<file path="src/rtl/id_ex_operand_stage.sv">
// ID/EX pipeline register with EX-stage operand forwarding and load-use stall detection.
// Feeds SrcA/SrcB/Operation to the ALU one cycle after ID presents an instruction.
module id_ex_operand_stage #(
  parameter int unsigned DATA_WIDTH    = 32,
  parameter int unsigned OPCODE_LENGTH = 4,
  parameter int unsigned REG_ADDR_W    = 5
) (
  input  logic                     clk,
  input  logic                     reset,
  input  logic                     id_valid,
  input  logic [REG_ADDR_W-1:0]    id_rs1,
  input  logic [REG_ADDR_W-1:0]    id_rs2,
  input  logic [REG_ADDR_W-1:0]    id_rd,
  input  logic [DATA_WIDTH-1:0]    id_rs1_data,
  input  logic [DATA_WIDTH-1:0]    id_rs2_data,
  input  logic [DATA_WIDTH-1:0]    id_imm,
  input  logic [OPCODE_LENGTH-1:0] id_alu_op,
  input  logic                     id_alu_src,
  input  logic                     id_reg_write,
  input  logic                     id_mem_read,
  input  logic                     id_mem_write,
  input  logic                     flush,
  input  logic                     exmem_reg_write,
  input  logic [REG_ADDR_W-1:0]    exmem_rd,
  input  logic [DATA_WIDTH-1:0]    exmem_result,
  input  logic                     memwb_reg_write,
  input  logic [REG_ADDR_W-1:0]    memwb_rd,
  input  logic [DATA_WIDTH-1:0]    memwb_result,
  output logic [DATA_WIDTH-1:0]    SrcA,
  output logic [DATA_WIDTH-1:0]    SrcB,
  output logic [OPCODE_LENGTH-1:0] Operation,
  output logic                     ex_valid,
  output logic                     ex_reg_write,
  output logic                     ex_mem_read,
  output logic                     ex_mem_write,
  output logic [REG_ADDR_W-1:0]    ex_rd,
  output logic [DATA_WIDTH-1:0]    ex_store_data,
  output logic                     stall_id
);

  logic                     valid_q, valid_d;
  logic                     reg_write_q, reg_write_d;
  logic                     mem_read_q, mem_read_d;
  logic                     mem_write_q, mem_write_d;
  logic                     alu_src_q, alu_src_d;
  logic [REG_ADDR_W-1:0]    rd_q, rd_d;
  logic [REG_ADDR_W-1:0]    rs1_q, rs1_d;
  logic [REG_ADDR_W-1:0]    rs2_q, rs2_d;
  logic [DATA_WIDTH-1:0]    rs1_data_q, rs1_data_d;
  logic [DATA_WIDTH-1:0]    rs2_data_q, rs2_data_d;
  logic [DATA_WIDTH-1:0]    imm_q, imm_d;
  logic [OPCODE_LENGTH-1:0] alu_op_q, alu_op_d;

  logic [DATA_WIDTH-1:0]    fwd_a, fwd_b;

  // A load in EX cannot supply its data until MEM, so any ID reader of its rd must wait.
  assign stall_id = valid_q && mem_read_q && (rd_q != '0) && id_valid &&
                    ((id_rs1 == rd_q) || (id_rs2 == rd_q));

  // Next-state: bubble on flush, stall or an empty ID slot; otherwise capture ID.
  always_comb begin
    valid_d     = 1'b0;
    reg_write_d = 1'b0;
    mem_read_d  = 1'b0;
    mem_write_d = 1'b0;
    alu_src_d   = 1'b0;
    rd_d        = '0;
    rs1_d       = '0;
    rs2_d       = '0;
    rs1_data_d  = '0;
    rs2_data_d  = '0;
    imm_d       = '0;
    alu_op_d    = '0;
    if (!flush && !stall_id && id_valid) begin
      valid_d     = 1'b1;
      reg_write_d = id_reg_write;
      mem_read_d  = id_mem_read;
      mem_write_d = id_mem_write;
      alu_src_d   = id_alu_src;
      rd_d        = id_rd;
      rs1_d       = id_rs1;
      rs2_d       = id_rs2;
      rs1_data_d  = id_rs1_data;
      rs2_data_d  = id_rs2_data;
      imm_d       = id_imm;
      alu_op_d    = id_alu_op;
    end
  end

  always_ff @(posedge clk) begin
    if (reset) begin
      valid_q     <= 1'b0;
      reg_write_q <= 1'b0;
      mem_read_q  <= 1'b0;
      mem_write_q <= 1'b0;
      alu_src_q   <= 1'b0;
      rd_q        <= '0;
      rs1_q       <= '0;
      rs2_q       <= '0;
      rs1_data_q  <= '0;
      rs2_data_q  <= '0;
      imm_q       <= '0;
      alu_op_q    <= '0;
    end else begin
      valid_q     <= valid_d;
      reg_write_q <= reg_write_d;
      mem_read_q  <= mem_read_d;
      mem_write_q <= mem_write_d;
      alu_src_q   <= alu_src_d;
      rd_q        <= rd_d;
      rs1_q       <= rs1_d;
      rs2_q       <= rs2_d;
      rs1_data_q  <= rs1_data_d;
      rs2_data_q  <= rs2_data_d;
      imm_q       <= imm_d;
      alu_op_q    <= alu_op_d;
    end
  end

  // Forwarding: the younger EX/MEM result wins over MEM/WB; x0 is never forwarded.
  always_comb begin
    fwd_a = rs1_data_q;
    if (exmem_reg_write && (exmem_rd != '0) && (exmem_rd == rs1_q)) begin
      fwd_a = exmem_result;
    end else if (memwb_reg_write && (memwb_rd != '0) && (memwb_rd == rs1_q)) begin
      fwd_a = memwb_result;
    end
  end

  always_comb begin
    fwd_b = rs2_data_q;
    if (exmem_reg_write && (exmem_rd != '0) && (exmem_rd == rs2_q)) begin
      fwd_b = exmem_result;
    end else if (memwb_reg_write && (memwb_rd != '0) && (memwb_rd == rs2_q)) begin
      fwd_b = memwb_result;
    end
  end

  assign SrcA          = fwd_a;
  assign SrcB          = alu_src_q ? imm_q : fwd_b;
  assign ex_store_data = fwd_b;
  assign Operation     = alu_op_q;
  assign ex_valid      = valid_q;
  assign ex_reg_write  = reg_write_q;
  assign ex_mem_read   = mem_read_q;
  assign ex_mem_write  = mem_write_q;
  assign ex_rd         = rd_q;

endmodule

</file>
<file path="config.mk">
export PLATFORM = sky130hd
export DESIGN_NAME = id_ex_operand_stage
export DESIGN_NICKNAME = d
export VERILOG_FILES = /design/src/rtl/id_ex_operand_stage.sv
export SDC_FILE = /design/constraint.sdc
export NUM_CORES = 1
export LEC_CHECK = 0
export BUFFER_PORTS_ARGS = -buffer_cell sky130_fd_sc_hd__clkbuf_2
export CAP_MARGIN = 5
export CORE_UTILIZATION = 37
export DETAILED_ROUTE_END_ITERATION = 16
export PLACE_DENSITY = 0.67
export SETUP_SLACK_MARGIN = 0.1
export SLEW_MARGIN = 10
export SYNTH_ARGS = -nofsm -noshare
export SYNTH_HDL_FRONTEND = slang
export SYNTH_SLANG_ARGS = --single-unit
</file>
<file path="constraint.sdc">
create_clock -name clk -period 2.2 [get_ports clk]
set_input_delay 0.22 -clock clk [delete_from_list [all_inputs] [get_ports clk]]
set_output_delay 0.22 -clock clk [all_outputs]
set_load 0.02 [all_outputs]
</file>
# Word-level counts from Yosys, hierarchy flattened
# Cells that the tools add are included.
# totals
reg_bits	120
inputBits	199
out_inout_bits	110
word_cells	44
# op_classes
n_eq_ne	6
n_mux	6
n_bitwise	1
n_reduce_logical	19
# ops
op	count
2-to-1 mux 32 bit	5
== test 5 bit	6
nonzero test 5 bit	3
logical AND 1 bit	12
logical NOT 1 bit	2
OR reduction 2 bit	1
logical OR 1 bit	1
2-to-1 mux 1 bit	1
NOT 1 bit	1

# Logic depth before layout (Yosys ltp)
# logic_depth
depth_word	9
ltp_mapped	7
ltp_nobuf	5

# Worst setup path before layout
# Ideal clock, no wire load.
# synth_path
path_kind	reg-to-output
from	register rs2_q[2]
to	output port SrcB[0]
t_arrival_ns	1.842
required_ns	1.980
path_slack_ns	0.138
stages_incl_launch_ff	7
path_cell_list	dfxtp_1 -> inv_1 -> a221oi_2 -> and4_1 -> buf_6 -> a211oi_1 -> o31ai_1
# synth_between
elab_chain_cells	5
elab_cells_between_ends	7
classes_between	eq/ne: 2; mux: 3; reduce/logical: 2
# synth_lines
element	line_no	source
from (decl)	48	logic [REG_ADDR_W-1:0] rs2_q, rs2_d;
from (signal assigned)	112	rs2_q <= rs2_d;
== test 5 bit	134	end else if (memwb_reg_write && (memwb_rd != '0) && (memwb_rd == rs2_q)) begin
logical AND 1 bit	134	
2-to-1 mux 32 bit	134	
2-to-1 mux 32 bit (*)	132	if (exmem_reg_write && (exmem_rd != '0) && (exmem_rd == rs2_q)) begin
2-to-1 mux 32 bit (*)	140	assign SrcB = alu_src_q ? imm_q : fwd_b;
to (decl)	30	output logic [DATA_WIDTH-1:0] SrcB,
# Mark *: on every way between the ends. The rest lies on a longest branch, timed or not.

# Worst setup path in the final report
# layout_path
from	register rs1_q[3]
to	output port SrcA[24]
# layout_between
elab_chain_cells	4
elab_cells_between_ends	6
classes_between	eq/ne: 2; mux: 2; reduce/logical: 2
# layout_lines
element	line_no	source
from (decl)	47	logic [REG_ADDR_W-1:0] rs1_q, rs1_d;
from (signal assigned)	111	rs1_q <= rs1_d;
== test 5 bit	125	end else if (memwb_reg_write && (memwb_rd != '0) && (memwb_rd == rs1_q)) begin
logical AND 1 bit	125	
2-to-1 mux 32 bit	125	
2-to-1 mux 32 bit (*)	123	if (exmem_reg_write && (exmem_rd != '0) && (exmem_rd == rs1_q)) begin
to (decl)	29	output logic [DATA_WIDTH-1:0] SrcA,
# Marked as above.

==> impl_metrics.ini <==
[setup_path]
regToRegStartpoint = ex_rd[2]$_SDFF_PP0_
critical_path_required_ns = 1.98
timing.critical_path.arrival_ns = 2.33
worst_reg2reg_path_length_in_cells = 6
crit_path_end_kind = output port
regToRegEndpoint = imm_q[3]$_SDFF_PP0_
worst-setup-path-type = flop to output port
ff2ff_setup_slack_ns = 0.46
timing.critical_path.fanout_max = 9
worstSetupStartpointType = flop

[yosys]
yosys.area_share.xor_xnor = 0.03919
ys_types = 33
synth_warnings = 0
synth-compound-area-share = 0.2127
sequential_area_share_after_synthesis = 0.3981
async_reset_ff_frac = 0
dominant_cell_type_by_area_after_synthesis = dfxtp_1
simple_gate_share_of_the_synthesized_area = 0.2250
synth.ff_latch_count = 120
synth_area_leaders = dfxtp_1 (40%), and2_1 (12%), a211oi_2 (6.2%)
synth-edff-count = 0
synthCells = 675
syn_nets = 874
netlist_area_um2 = 6035
post_synthesis_area_per_instance_um2 = 8.940
main_combinational_cell_family_by_area_after_synthesis = simple AND/OR/NAND/NOR gates
netlist.area_leader.share = 0.3981
synthAdderAreaFrac = 0
yosys_most_used_dff = dfxtp_1
post_synth_mux_area_share = 0.05308

[sta]
number_of_pins_with_negative_max_slew_slack_in_the_final_report = 0
worst-slew-pin-transition_ns = 0.5006
post-route-period-util = 1.157
finalCriticalPeriod_ns = 2.546
holdWs_ns = 0.01035
slew_headroom = 0.6662
final_critical_path_setup_slack_ns = -0.3458
timing.final.setup_violations = 96
report.final.hold_viol_count = 0
skew_ns = 0.005238
highest_clock_rate_ghz = 0.3928
fin_tns_setup_ns = -25.30
rsz0062_at_grt = true

[cts]
clk_transition_reported_paths_ns = 0.06
htree_levels = 4
tritoncts = yes
cts_root_buf = clkbuf_16
cts_max_path_buffers = 2
cts.sink_count = 120
tritoncts.num_buffers = 17
clk_latency_ns = 0.41

[power_and_ir_drop]
power.share.clock = 0.441
switching_power_mw = 1.614
cellPowerDensity_nw_per_um2 = 569.7
ir_worst_vdd_v = 0.0005024
p_total_mw = 6.045
p_int_mw = 4.430
cellLeakagePower_nw = 4.645
p_sw_frac = 0.2671
power.combinational.fraction = 0.186
power.sequential.fraction = 0.373

[place]
io_buffer_count = 308
dpl_worst_slack_ns = -0.04402
gp_congestion = 0.8607
final_hpwl_dp_um = 14020
placed_cell_area_um2 = 7831

[routing]
number_of_detailed_routing_iterations_run_before_antenna_repair = 4
wirelength_um = 23890
routed-via-count = 6386
drc_errors = 0
first_iter_violations = 308
vias_per_cell = 4.966
avgRoutedWirePerCell_um = 18.57
route.antenna.remaining_nets = 0

[finish]
final_nets = 1256
multiInputGateArea_um2 = 4055
most_common_library_cell_in_the_layout_ignoring_fill_and_taps = clkbuf_2
ff_latch_area_um2 = 2421
antennaDiodeCount = 0
layout-drive-gt1-share = 0.5065
most-common-layout-cells = clkbuf_2 (218), and2_1 (120), dfxtp_1 (113)
syn2layout_area_growth_pct = 75.82
n_fill_cell = 1229
non_filler_cell_area_final_um2 = 10610

[flow_run]
maxCapViolCount = 0

[die]
fp.dieArea_um2 = 16820
die_width_um = 129.7
core.rowCount = 46
design.core.area_um2 = 15890
die_height_um = 129.7
io_pins = 309
initial_utilization = 0.3799

[worst_hold_path]
hold_depth = 2
hold_end = imm_q[24]$_SDFF_PP0_
hold_path_startpoint = id_imm[24]
hp-class = input pin to flop

[grt]
number_of_global_route_vias_before_repair = 5748
grt_remaining_overflow = 0
global_route_wire_length_before_repair_um = 29920
globalRouteTotalUtil = 0.2355
initial_antenna_violation_count = 0
maximum_number_of_pins_on_one_net_before_global_route_repair = 62

[outcome]
violated_checks = negative setup slack
outcome = complete, but fails checks
sequential cells by signal, indices dropped and copies added, names as in the netlist:
signal        count
imm_q            32
rs1_data_q       32
rs2_data_q       32
ex_rd             5
rs1_q             5
rs2_q             5
Operation         4
alu_src_q         1
ex_mem_read       1
ex_mem_write      1
ex_reg_write      1
ex_valid          1
per-stage QoR:
| stage | utilization | instances |
|---|---|---|
| floorplan | - | 675 |
| global placement | 0.4930 | 1167 |
| detailed placement | 0.4930 | 1167 |
| CTS | 0.5867 | 1262 |
| global route | 0.6679 | 1286 |
| finish | 0.6679 | 1286 |
routing by layer:
metal / share of wire / vias up / global-route usage
met1: 0.40 / 3073 / 0.2732
met3: 0.058 / 30 / 0.05945
li1: - / 3048 / -
met2: 0.52 / 235 / 0.4250
met5: 0 / - / 0
met4: 0.014 / 0 / 0.07114
power by group through the flow:
stage | Sequential (mW) | Clock, mW | Combinational, mW
3_5_place_dp | 2.30 | 0 | 0.762
6_report | 2.26 | 2.67 | 1.12
2_1_floorplan | 2.30 | 0 | 0.395
5_1_grt | 2.26 | 2.82 | 1.19
3_3_place_gp | 2.30 | 0 | 0.756
4_1_cts | 2.25 | 2.69 | 0.887
synthesized netlist by cell type, types with 3 or more instances:
cell and instances:
and2_1 120, dfxtp_1 120, nor2_1 99, nand2_1 37, inv_1 36, a21oi_1 34, a41oi_1 32, mux2i_1 32
a211oi_2 30, o31ai_2 30, clkbuf_1 29, xnor2_1 19, buf_2 14, xor2_1 8, buf_4 6, nand3_1 4
buf_12 3, nor3_1 3
cell families after synthesis:
| family | Yosys count |
|---|---|
| flops | 120 |
| compound gates | 135 |
| mux | 32 |
| xor+xnor | 27 |
| simple gates | 271 |
| buf+inv | 90 |
timing repair:
action / CTS / global route
resized for setup: 68 / 269
hold endpoints to repair: 58 / 0
endpoints found under the setup margin: 96 / 96
buffers inserted: 3 / 11
pin swaps: 28 / 61
cloned: 2 / 13
hold buffers: 58 / 0
worst max-delay path, stage by stage, from the launching register on:
cell and delay [ns]:
dfxtp_2 0.33, xor2_1 0.18, nor4_2 0.33, and4_4 0.32, buf_12 0.12, buf_12 0.14, mux2i_1 0.23, a21oi_1 0.09
buf_2 0.17
worst max-delay path by stage:
stage,endpoint,start
final,SrcA[24],rs1_q[3]$_SDFF_PP0_
after global routing,SrcA[24],rs1_q[0]$_SDFF_PP0_
after CTS,SrcB[7],rs2_q[1]$_SDFF_PP0_
after detailed placement,SrcB[31],exmem_rd[0]
after global placement,SrcA[0],memwb_rd[0]
after floorplan,SrcB[0],rs2_q[2]$_SDFF_PP0_
cell type report:
cell class                      instances  share of cell area
Clock inverter                          8            0.006604
Timing Repair Buffer                  417              0.2985
Sequential cell                       120              0.2282
Inverter                               36             0.01274
Tap cell                              216             0.02547
Multi-Input combinational cell        465              0.3822
Clock buffer                           24             0.04634
No activity file was read; power rests on OpenSTA's default activity.
